===== config.mk =====
export PLATFORM = sky130hd
export DESIGN_NAME = mem_port_arbiter
export DESIGN_NICKNAME = d
export VERILOG_FILES = /design/src/rtl/mem_arb_pkg.sv /design/src/rtl/mem_arb_timeout.sv /design/src/rtl/mem_port_arbiter.sv
export SDC_FILE = /design/constraint.sdc
export NUM_CORES = 1
export LEC_CHECK = 0
export CAP_MARGIN = 10
export CELL_PAD_IN_SITES_DETAIL_PLACEMENT = 1
export CELL_PAD_IN_SITES_GLOBAL_PLACEMENT = 2
export CORE_ASPECT_RATIO = 1.25
export CORE_MARGIN = 5
export CORE_UTILIZATION = 22
export CTS_CLUSTER_DIAMETER = 30
export CTS_CLUSTER_SIZE = 24
export DETAILED_ROUTE_END_ITERATION = 7
export PLACE_DENSITY_LB_ADDON = 0.1
export SYNTH_ARGS = -nofsm -noshare
export SYNTH_HDL_FRONTEND = slang
export SYNTH_SLANG_ARGS = --single-unit

===== constraint.sdc =====
create_clock -name clk -period 2.1 [get_ports clk]
set_input_delay 0.21 -clock clk [delete_from_list [all_inputs] [get_ports clk]]
set_output_delay 0.21 -clock clk [all_outputs]
set_load 0.03 [all_outputs]

===== src/rtl/mem_arb_pkg.sv =====
// mem_arb_pkg: shared state/grant types, abort data constant and arbitration helpers
// for the unified memory-port arbiter.
package mem_arb_pkg;

    typedef enum logic [1:0] {
        IDLE   = 2'd0,
        GNT_DM = 2'd1,
        GNT_IF = 2'd2,
        RESP   = 2'd3
    } arb_state_e;

    typedef enum logic {
        GRANT_IF = 1'b0,
        GRANT_DM = 1'b1
    } grant_e;

    localparam logic [31:0] MEM_ARB_ABORT_DATA = 32'hDEAD_BEEF;

    // Data belongs to the older instruction, so it wins whenever it is pending.
    function automatic grant_e fixed_pick(input logic dm_pend);
        return dm_pend ? GRANT_DM : GRANT_IF;
    endfunction

    function automatic grant_e rr_pick(input logic   dm_pend,
                                       input logic   if_pend,
                                       input grant_e last_gnt);
        grant_e pick;
        if (dm_pend && if_pend) begin
            pick = (last_gnt == GRANT_DM) ? GRANT_IF : GRANT_DM;
        end else if (dm_pend) begin
            pick = GRANT_DM;
        end else begin
            pick = GRANT_IF;
        end
        return pick;
    endfunction

endpackage


===== src/rtl/mem_arb_timeout.sv =====
// mem_arb_timeout: counts grant cycles without an ack; expired flags the cycle that
// would be the TIMEOUT-th such cycle, so the abort lands in that cycle.
module mem_arb_timeout #(
    parameter int TIMEOUT = 255
) (
    input  logic clk,
    input  logic rst,
    input  logic clear,
    input  logic enable,
    output logic expired
);
    localparam int               CNT_W    = $clog2(TIMEOUT + 1);
    localparam logic [CNT_W-1:0] LAST_CNT = CNT_W'(TIMEOUT - 1);

    logic [CNT_W-1:0] r_cnt;
    logic             w_expired;

    assign w_expired = enable && (r_cnt == LAST_CNT);

    always_ff @(posedge clk) begin
        if (!rst) begin
            r_cnt <= '0;
        end else if (clear) begin
            r_cnt <= '0;
        end else if (enable && !w_expired) begin
            r_cnt <= r_cnt + CNT_W'(1);
        end
    end

    assign expired = w_expired;

endmodule


===== src/rtl/mem_port_arbiter.sv =====
// mem_port_arbiter: shares one handshake memory port between fetch and data-memory stages.
// Define MEM_ARB_RR_EN for round-robin arbitration; default build is fixed data-first priority.
module mem_port_arbiter #(
    parameter int ADDR_W  = 32,
    parameter int DATA_W  = 32,
    parameter int TIMEOUT = 255
) (
    input  logic              clk,
    input  logic              rst,
    input  logic              if_req,
    input  logic [ADDR_W-1:0] if_addr,
    output logic [DATA_W-1:0] if_rdata,
    output logic              if_ready,
    input  logic              dm_read,
    input  logic              dm_write,
    input  logic [ADDR_W-1:0] dm_addr,
    input  logic [DATA_W-1:0] dm_wdata,
    output logic [DATA_W-1:0] dm_rdata,
    output logic              dm_ready,
    output logic              stall_if,
    output logic              stall_mem,
    output logic              mem_req,
    output logic              mem_we,
    output logic [ADDR_W-1:0] mem_addr,
    output logic [DATA_W-1:0] mem_wdata,
    input  logic [DATA_W-1:0] mem_rdata,
    input  logic              mem_ack,
    output logic              mem_err
);
    import mem_arb_pkg::*;

    // state  | meaning
    // IDLE   | nothing in flight; arbitrate pending requests
    // GNT_DM | data access on the memory port, waiting for ack
    // GNT_IF | fetch access on the memory port, waiting for ack
    // RESP   | one-cycle ready pulse to the granted stage, no new grant

    localparam logic [DATA_W-1:0] ABORT_DATA = DATA_W'(MEM_ARB_ABORT_DATA);

    arb_state_e        r_state;
    arb_state_e        w_state_nxt;
    logic              r_mem_req;
    logic              w_mem_req_nxt;
    logic              r_mem_we;
    logic              w_mem_we_nxt;
    logic [ADDR_W-1:0] r_mem_addr;
    logic [ADDR_W-1:0] w_mem_addr_nxt;
    logic [DATA_W-1:0] r_mem_wdata;
    logic [DATA_W-1:0] w_mem_wdata_nxt;
    logic [DATA_W-1:0] r_if_rdata;
    logic [DATA_W-1:0] w_if_rdata_nxt;
    logic [DATA_W-1:0] r_dm_rdata;
    logic [DATA_W-1:0] w_dm_rdata_nxt;
    logic              r_if_ready;
    logic              w_if_ready_nxt;
    logic              r_dm_ready;
    logic              w_dm_ready_nxt;
    logic              r_mem_err;
    logic              w_mem_err_nxt;

    logic              w_dm_pend;
    logic              w_if_pend;
    logic              w_grant;
    logic              w_in_gnt;
    logic              w_tmo_en;
    logic              w_expired;
    grant_e            w_sel;

    assign w_dm_pend = dm_read | dm_write;
    assign w_if_pend = if_req;
    assign w_grant   = (r_state == IDLE) && (w_dm_pend || w_if_pend);
    assign w_in_gnt  = (r_state == GNT_DM) || (r_state == GNT_IF);
    assign w_tmo_en  = w_in_gnt && !mem_ack;

`ifdef MEM_ARB_RR_EN
    grant_e r_last_gnt;

    always_ff @(posedge clk) begin
        if (!rst) begin
            r_last_gnt <= GRANT_IF;
        end else if (w_grant) begin
            r_last_gnt <= w_sel;
        end
    end

    assign w_sel = rr_pick(w_dm_pend, w_if_pend, r_last_gnt);
`else
    assign w_sel = fixed_pick(w_dm_pend);
`endif

    mem_arb_timeout #(
        .TIMEOUT (TIMEOUT)
    ) u_timeout (
        .clk     (clk),
        .rst     (rst),
        .clear   (w_grant),
        .enable  (w_tmo_en),
        .expired (w_expired)
    );

    always_comb begin
        w_state_nxt     = r_state;
        w_mem_req_nxt   = r_mem_req;
        w_mem_we_nxt    = r_mem_we;
        w_mem_addr_nxt  = r_mem_addr;
        w_mem_wdata_nxt = r_mem_wdata;
        w_if_rdata_nxt  = r_if_rdata;
        w_dm_rdata_nxt  = r_dm_rdata;
        w_if_ready_nxt  = 1'b0;
        w_dm_ready_nxt  = 1'b0;
        w_mem_err_nxt   = 1'b0;

        case (r_state)
            IDLE: begin
                if (w_grant) begin
                    w_mem_req_nxt = 1'b1;
                    if (w_sel == GRANT_DM) begin
                        w_mem_addr_nxt  = dm_addr;
                        w_mem_wdata_nxt = dm_wdata;
                        w_mem_we_nxt    = dm_write;
                        w_state_nxt     = GNT_DM;
                    end else begin
                        w_mem_addr_nxt  = if_addr;
                        w_mem_we_nxt    = 1'b0;
                        w_state_nxt     = GNT_IF;
                    end
                end
            end

            GNT_DM, GNT_IF: begin
                // An ack in the expiry cycle still completes the access normally.
                if (mem_ack) begin
                    w_mem_req_nxt = 1'b0;
                    w_state_nxt   = RESP;
                    if (r_state == GNT_IF) begin
                        w_if_rdata_nxt = mem_rdata;
                        w_if_ready_nxt = 1'b1;
                    end else begin
                        if (!r_mem_we) begin
                            w_dm_rdata_nxt = mem_rdata;
                        end
                        w_dm_ready_nxt = 1'b1;
                    end
                end else if (w_expired) begin
                    w_mem_req_nxt = 1'b0;
                    w_mem_err_nxt = 1'b1;
                    w_state_nxt   = RESP;
                    if (r_state == GNT_IF) begin
                        w_if_rdata_nxt = ABORT_DATA;
                        w_if_ready_nxt = 1'b1;
                    end else begin
                        w_dm_rdata_nxt = ABORT_DATA;
                        w_dm_ready_nxt = 1'b1;
                    end
                end
            end

            RESP: begin
                w_state_nxt = IDLE;
            end

            default: begin
                w_state_nxt   = IDLE;
                w_mem_req_nxt = 1'b0;
            end
        endcase
    end

    always_ff @(posedge clk) begin
        if (!rst) begin
            r_state     <= IDLE;
            r_mem_req   <= 1'b0;
            r_mem_we    <= 1'b0;
            r_mem_addr  <= '0;
            r_mem_wdata <= '0;
            r_if_rdata  <= '0;
            r_dm_rdata  <= '0;
            r_if_ready  <= 1'b0;
            r_dm_ready  <= 1'b0;
            r_mem_err   <= 1'b0;
        end else begin
            r_state     <= w_state_nxt;
            r_mem_req   <= w_mem_req_nxt;
            r_mem_we    <= w_mem_we_nxt;
            r_mem_addr  <= w_mem_addr_nxt;
            r_mem_wdata <= w_mem_wdata_nxt;
            r_if_rdata  <= w_if_rdata_nxt;
            r_dm_rdata  <= w_dm_rdata_nxt;
            r_if_ready  <= w_if_ready_nxt;
            r_dm_ready  <= w_dm_ready_nxt;
            r_mem_err   <= w_mem_err_nxt;
        end
    end

    assign mem_req   = r_mem_req;
    assign mem_we    = r_mem_we;
    assign mem_addr  = r_mem_addr;
    assign mem_wdata = r_mem_wdata;
    assign if_rdata  = r_if_rdata;
    assign dm_rdata  = r_dm_rdata;
    assign if_ready  = r_if_ready;
    assign dm_ready  = r_dm_ready;
    assign mem_err   = r_mem_err;

    assign stall_if  = if_req & ~r_if_ready;
    assign stall_mem = w_dm_pend & ~r_dm_ready;

endmodule


# Yosys cells after proc, flatten, opt, wreduce, memory -nomap -nowiden
# Cells that the tools add are included.
# classes
n_reduce_logical,21
addsub,1
n_bitwise,8
muxes,28
n_eq_ne,7
# ops
cell,count
$mux 32,10
$mux 1,12
$reduce_and 3->1,3
$add 8x1->8 const B,1
$eq 8x8->1 const B,1
$mux 2,4
$pmux 2 s3,1
$reduce_and 2->1,3
$not 1->1,5
$eq 2x2->1 const B,2
$logic_and 1x1->1,4
$reduce_and 4->1,1
$reduce_bool 2->1,2
$reduce_or 2->1,2
$ne 3x2->1 const B,1
$reduce_or 3->1,1
$and 1x1->1,2
$eq 2x1->1 const B,1
$logic_not 1->1,2
$logic_not 2->1,1
$logic_or 1x1->1,2
$ne 2x1->1 const B,1
$ne 2x2->1 const B,1
$pmux 1 s2,1
$or 1x1->1,1
# totals
inputBits,134
out_inout_bits,135
elab_cells,76
ff_bits,143

# Logic depth before layout (Yosys ltp)
# logic_depth
word_depth,7
mapped_depth,7
mapped_depth_nobuf,6

# Cells and area by module
# A second synthesis with hierarchy kept.
# hier_totals
hier_cells,668
hier_area_um2,5988.2
# by_module_without_submodules
module,cells_per_inst,instances,area_per_inst_um2,seq_area_each_um2
mem_port_arbiter,619,1,5555.3,2702.6
mem_arb_timeout,49,1,432.9,160.2

# Worst setup path after synthesis
# OpenSTA, ideal clock, no wires.
# synth_path
path_type,register to register
startpoint,register r_state[1]
endpoint,register u_timeout.r_cnt[7]
arrival_time_ns,1.611
path_buffers,0
period_less_slack_ns,1.681
setup_time_ns,0.070
stages_incl_launch_ff,7
required_ns,2.030
slack_ns,0.419
cell_sequence,dfxtp_1 -> inv_1 -> ha_1 -> and2b_2 -> o21ai_2 -> or4_1 -> a21oi_1
# synth_between
elab_chain_cells,6
elab_cells_between_ends,10
classes_between,eq/ne: 2; reduce/logical: 8
# synth_lines
element,line,text
start: declaration,mem_port_arbiter.sv:40,arb_state_e r_state;
start signal: assignment,mem_port_arbiter.sv:182,r_state <= w_state_nxt;
$eq 2x1->1 / $eq 2x2->1 (equally long branches),mem_port_arbiter.sv:72,assign w_in_gnt = (r_state == GNT_DM) || (r_state == GNT_IF);
$logic_or 1x1->1,mem_port_arbiter.sv:72,
$logic_and 1x1->1,mem_port_arbiter.sv:73,assign w_tmo_en = w_in_gnt && !mem_ack;
$logic_and 1x1->1,mem_arb_timeout.sv:18,assign w_expired = enable && (r_cnt == LAST_CNT);
$logic_not 1->1,mem_arb_timeout.sv:25,end else if (enable && !w_expired) begin
$logic_and 1x1->1,mem_arb_timeout.sv:25,
end signal: assignment,mem_arb_timeout.sv:26,r_cnt <= r_cnt + CNT_W'(1);
end: declaration,mem_arb_timeout.sv:15,logic [CNT_W-1:0] r_cnt;
# Parallel ways exist; a longest one is shown, timed or not.
# A chain may end at the register's enable or synchronous reset.

# Worst setup path after layout
# Ends and elaborated chain as after synthesis.

==> results.md <==
* Outcome: complete, no violations
* Crit-path max FO at 8
* 1st-pass router iterations at 4
* Synth Warn # at 0
* Relative slew slack at 68.6%
* Worst-path cell chain: inv_1 > ha_1 > and2b_2 > o21ai_2 > or4_1 > a21oi_1
* Fmax at 0.522 GHz
* Compound-gate portion of the synthesized area at 26.4%
* Req. time, crit path at 2.45 ns
* Die height at 186 um
* Multiplexer share of the synthesized area at 0.184%
* Antenna violations before repair at 0
* Total Die Area at 28000 um^2
* CP endpoint kind: flop
* Most common cell after layout, fill and taps aside: clkdlybuf4s50_1
* First-pass GRT wire length at 33600 um
* Main combinational cell family by area after synthesis: compound AO/OA/AOI/OAI gates
* P per Cell Area at 1360 nW/um^2
* Wire length per cell at 18.3 um
* Distinct cells, synth at 47
* Root Driver: clkbuf_16
* Reg2reg end: u_timeout.r_cnt[7]$_SDFFE_PP0P_
* Yosys reg bits at 143
* Syn nets at 719
* Post-Synth Adder-Cell Area at 1.15%
* H-tree depth at 4
* Sequential-to-total area share from yosys stat at 52.7%
* Largest net degree at the start of global routing at 49
* Ports at 269
* R2R depth at 6
* Area growth from synthesis to layout at 68.5%
* CP max stage cell: or4_1
* GRT overflow at 0
* Initial core utilization at 22.2%
* Max-slew violation count at 0
* CTS Buf Count at 17
* Non-filler instance count after layout at 1181
* Buf/Inv on CP at 1
* Setup crit start kind: flop
* Clock tree buffer depth at 2
* TritonCTS clock tree: done
* ANT nets after route at 0
* Tightest Pin Transition at 0.472 ns
* Die W at 151 um
* DP HPWL at 15900 um
* Skew-Pair Late Insertion Delay at 0.42 ns
* Static leakage at 0.00330 uW
* Final Cycle Share at 91.2%
* CTS clk-pin slew, worst paths at 0.06 ns
* Share of layout cells above drive strength 1 at 14.0%
* Worst hold endpoint: mem_wdata[4]$_SDFFE_PN0P_
* Data arrival, critical path at 2.27 ns
* Synth Area in Simple Gates at 14.3%
* Crit-path max cell delay at 0.48 ns
* Avg Cell Area, Syn at 9.37 um^2
* Routed WL at 21600 um
* Yosys top cell by area: dfxtp_1
* Reg2Reg Setup Slack at 0.18 ns
* Synthesized cell area at 5430 um^2
* Synth Area in XOR/XNOR at 0.806%
* Ys flop type: dfxtp_1
* RSZ-0062 raised after global routing: false
* Top-area cell type share of the netlist area at 52.7%
* Vias in the first global route at 6005
* Core area at 24400 um^2
* Vias per Instance at 4.64
* Max cap viols at 0
* Maximum vdd drop at 682 uV
* Via count at 5478
* Cts hold-fix bufs at 0
* GP Congestion at 0.750
* Most frequent cells in the layout: 266 x clkdlybuf4s50_1, 143 x dfxtp_1, 119 x nand2_1
* # rows at 64
* Fin Hold WS at 0.249 ns
* Post-Syn Instances at 580
* Worst r2r src: r_state[1]$_SDFFE_PN0P_
* Worst hold start: rst
* EDFF count, synth at 0
* Family with the most delay on the worst path: simple AND/OR/NAND/NOR gates
* CTS sink count at 143
* Synth area leaders: dfxtp_1 53%, o221a_2 9.9%, nand2_1 8.2%, a311oi_1 5.3%, a21oi_1 3.5%
* GRT Util Overall at 15.2%
* Setup repair bufs after CTS at 0
* FFs w/ async S/R, synth at 0%
* Min-delay worst type: in -> reg
* Setup tns final at 0 ns
* Hold Path Depth at 3
* ANT cells at 0
* Final setup violation count at 0
* # nets final at 977
* Hold Fails Final Rpt at 0
* DRC Markers at 0
* # placed instances at 1149
* IO Port Bufs at 268
* Initial DRC count at 179
* CP Class: reg -> reg
* Final Skew at 0.0106 ns
* Tmin final at 1.92 ns
report_power, final:
part,internal [uW],total [uW],leakage (uW),switching [uW]
Sequential,3440,3840,0.00117,406
Clock,1820,3190,0.000300,1370
Combinational,2270,5430,0.00183,3160
Yosys cell counts, types with 3 or more instances:
cell type  count
o221a_2       48
inv_1          4
dfxtp_1      143
xnor2_1        3
a311oi_1      33
a32o_1         8
o22ai_1        8
buf_2         17
ha_1           5
nor2_1        40
clkbuf_1      32
nand2_1      119
a21oi_1       38
o21ai_0       34
nor2b_1        4
worst reg2reg max path, delay by kind of cell (launching register included):
family	cells	cell delay, ns
DFF	1	0.36
AOI/OAI and AO/OA	2	0.25
adders and majority gates	1	0.42
and+or+nand+nor	2	0.73
buffers and inverters	1	0.08
registers in the layout (all words and copies together), names as in the netlist:
register,cells
mem_req,1
dm_ready,1
if_ready,1
dm_rdata,32
mem_we,1
u_timeout.r_cnt,8
mem_err,1
if_rdata,32
r_state,2
mem_wdata,32
mem_addr,32
layer usage:
metal  global-route usage, %  up-vias  share of wire (%)
met5                       0        -                  0
met4                    4.35        0                1.2
met3                    6.50       16                9.9
met2                    25.5      189                 48
met1                    17.8     2640                 41
li1                        -     2633                  -
kinds of logic (layout without fill, tap and decap cells):
group                      after synthesis  in the layout
and+or+nand+nor                        185            185
AOI/OAI and AO/OA                      184            184
DFF                                    143            143
buffers and inverters                   57            328
adders and majority gates                5              5
xor gates and xnor gates                 5              5
muxes                                    1              1
how the worst max path moves through the flow:
| stage | start | end | slack, ns | cells after the start |
|---|---|---|---|---|
| final | r_state[1]$_SDFFE_PN0P_ | u_timeout.r_cnt[7]$_SDFFE_PP0P_ | 0.18 | 6 |
| after global routing | r_state[1]$_SDFFE_PN0P_ | r_state[0]$_SDFFE_PN0P_ | 0.04 | 6 |
| after CTS | r_state[1]$_SDFFE_PN0P_ | dm_rdata[14]$_SDFFE_PN0P_ | 0.09 | 5 |
| after detailed placement | r_state[1]$_SDFFE_PN0P_ | dm_rdata[27]$_SDFFE_PN0P_ | -0.003 | 5 |
| after global placement | r_state[1]$_SDFFE_PN0P_ | dm_rdata[25]$_SDFFE_PN0P_ | 0.12 | 5 |
| after floorplan | r_state[1]$_SDFFE_PN0P_ | u_timeout.r_cnt[7]$_SDFFE_PP0P_ | 0.42 | 6 |
layout make-up:
| cell class | count | area (um^2) |
|---|---|---|
| sequential | 143 | 2860 |
| inverter | 5 | 18.8 |
| clock buffer | 17 | 425 |
| multi-input combinational | 380 | 2350 |
| clock inverter | 15 | 190 |
| tap | 330 | 413 |
| timing repair buffer | 291 | 2900 |
| fill | 2754 | 15300 |
through the flow:
stage	cell area, um^2	worst slack [ns]	power, uW	util (%)
2_1_floorplan	5430	0.419	6970	-
6_report	9160	0.184	12500	37.5
3_5_place_dp	8530	-0.00335	9370	34.9
3_3_place_gp	8530	0.124	9270	34.9
4_1_cts	9150	0.0869	12700	37.5
5_1_grt	9160	0.0352	13200	37.5
what timing repair did:
item	in CTS	in global routing
setup endpoints to repair	24	8
resized for setup	1	2
pin swaps	0	0
Power figures use the tool's default switching activity.
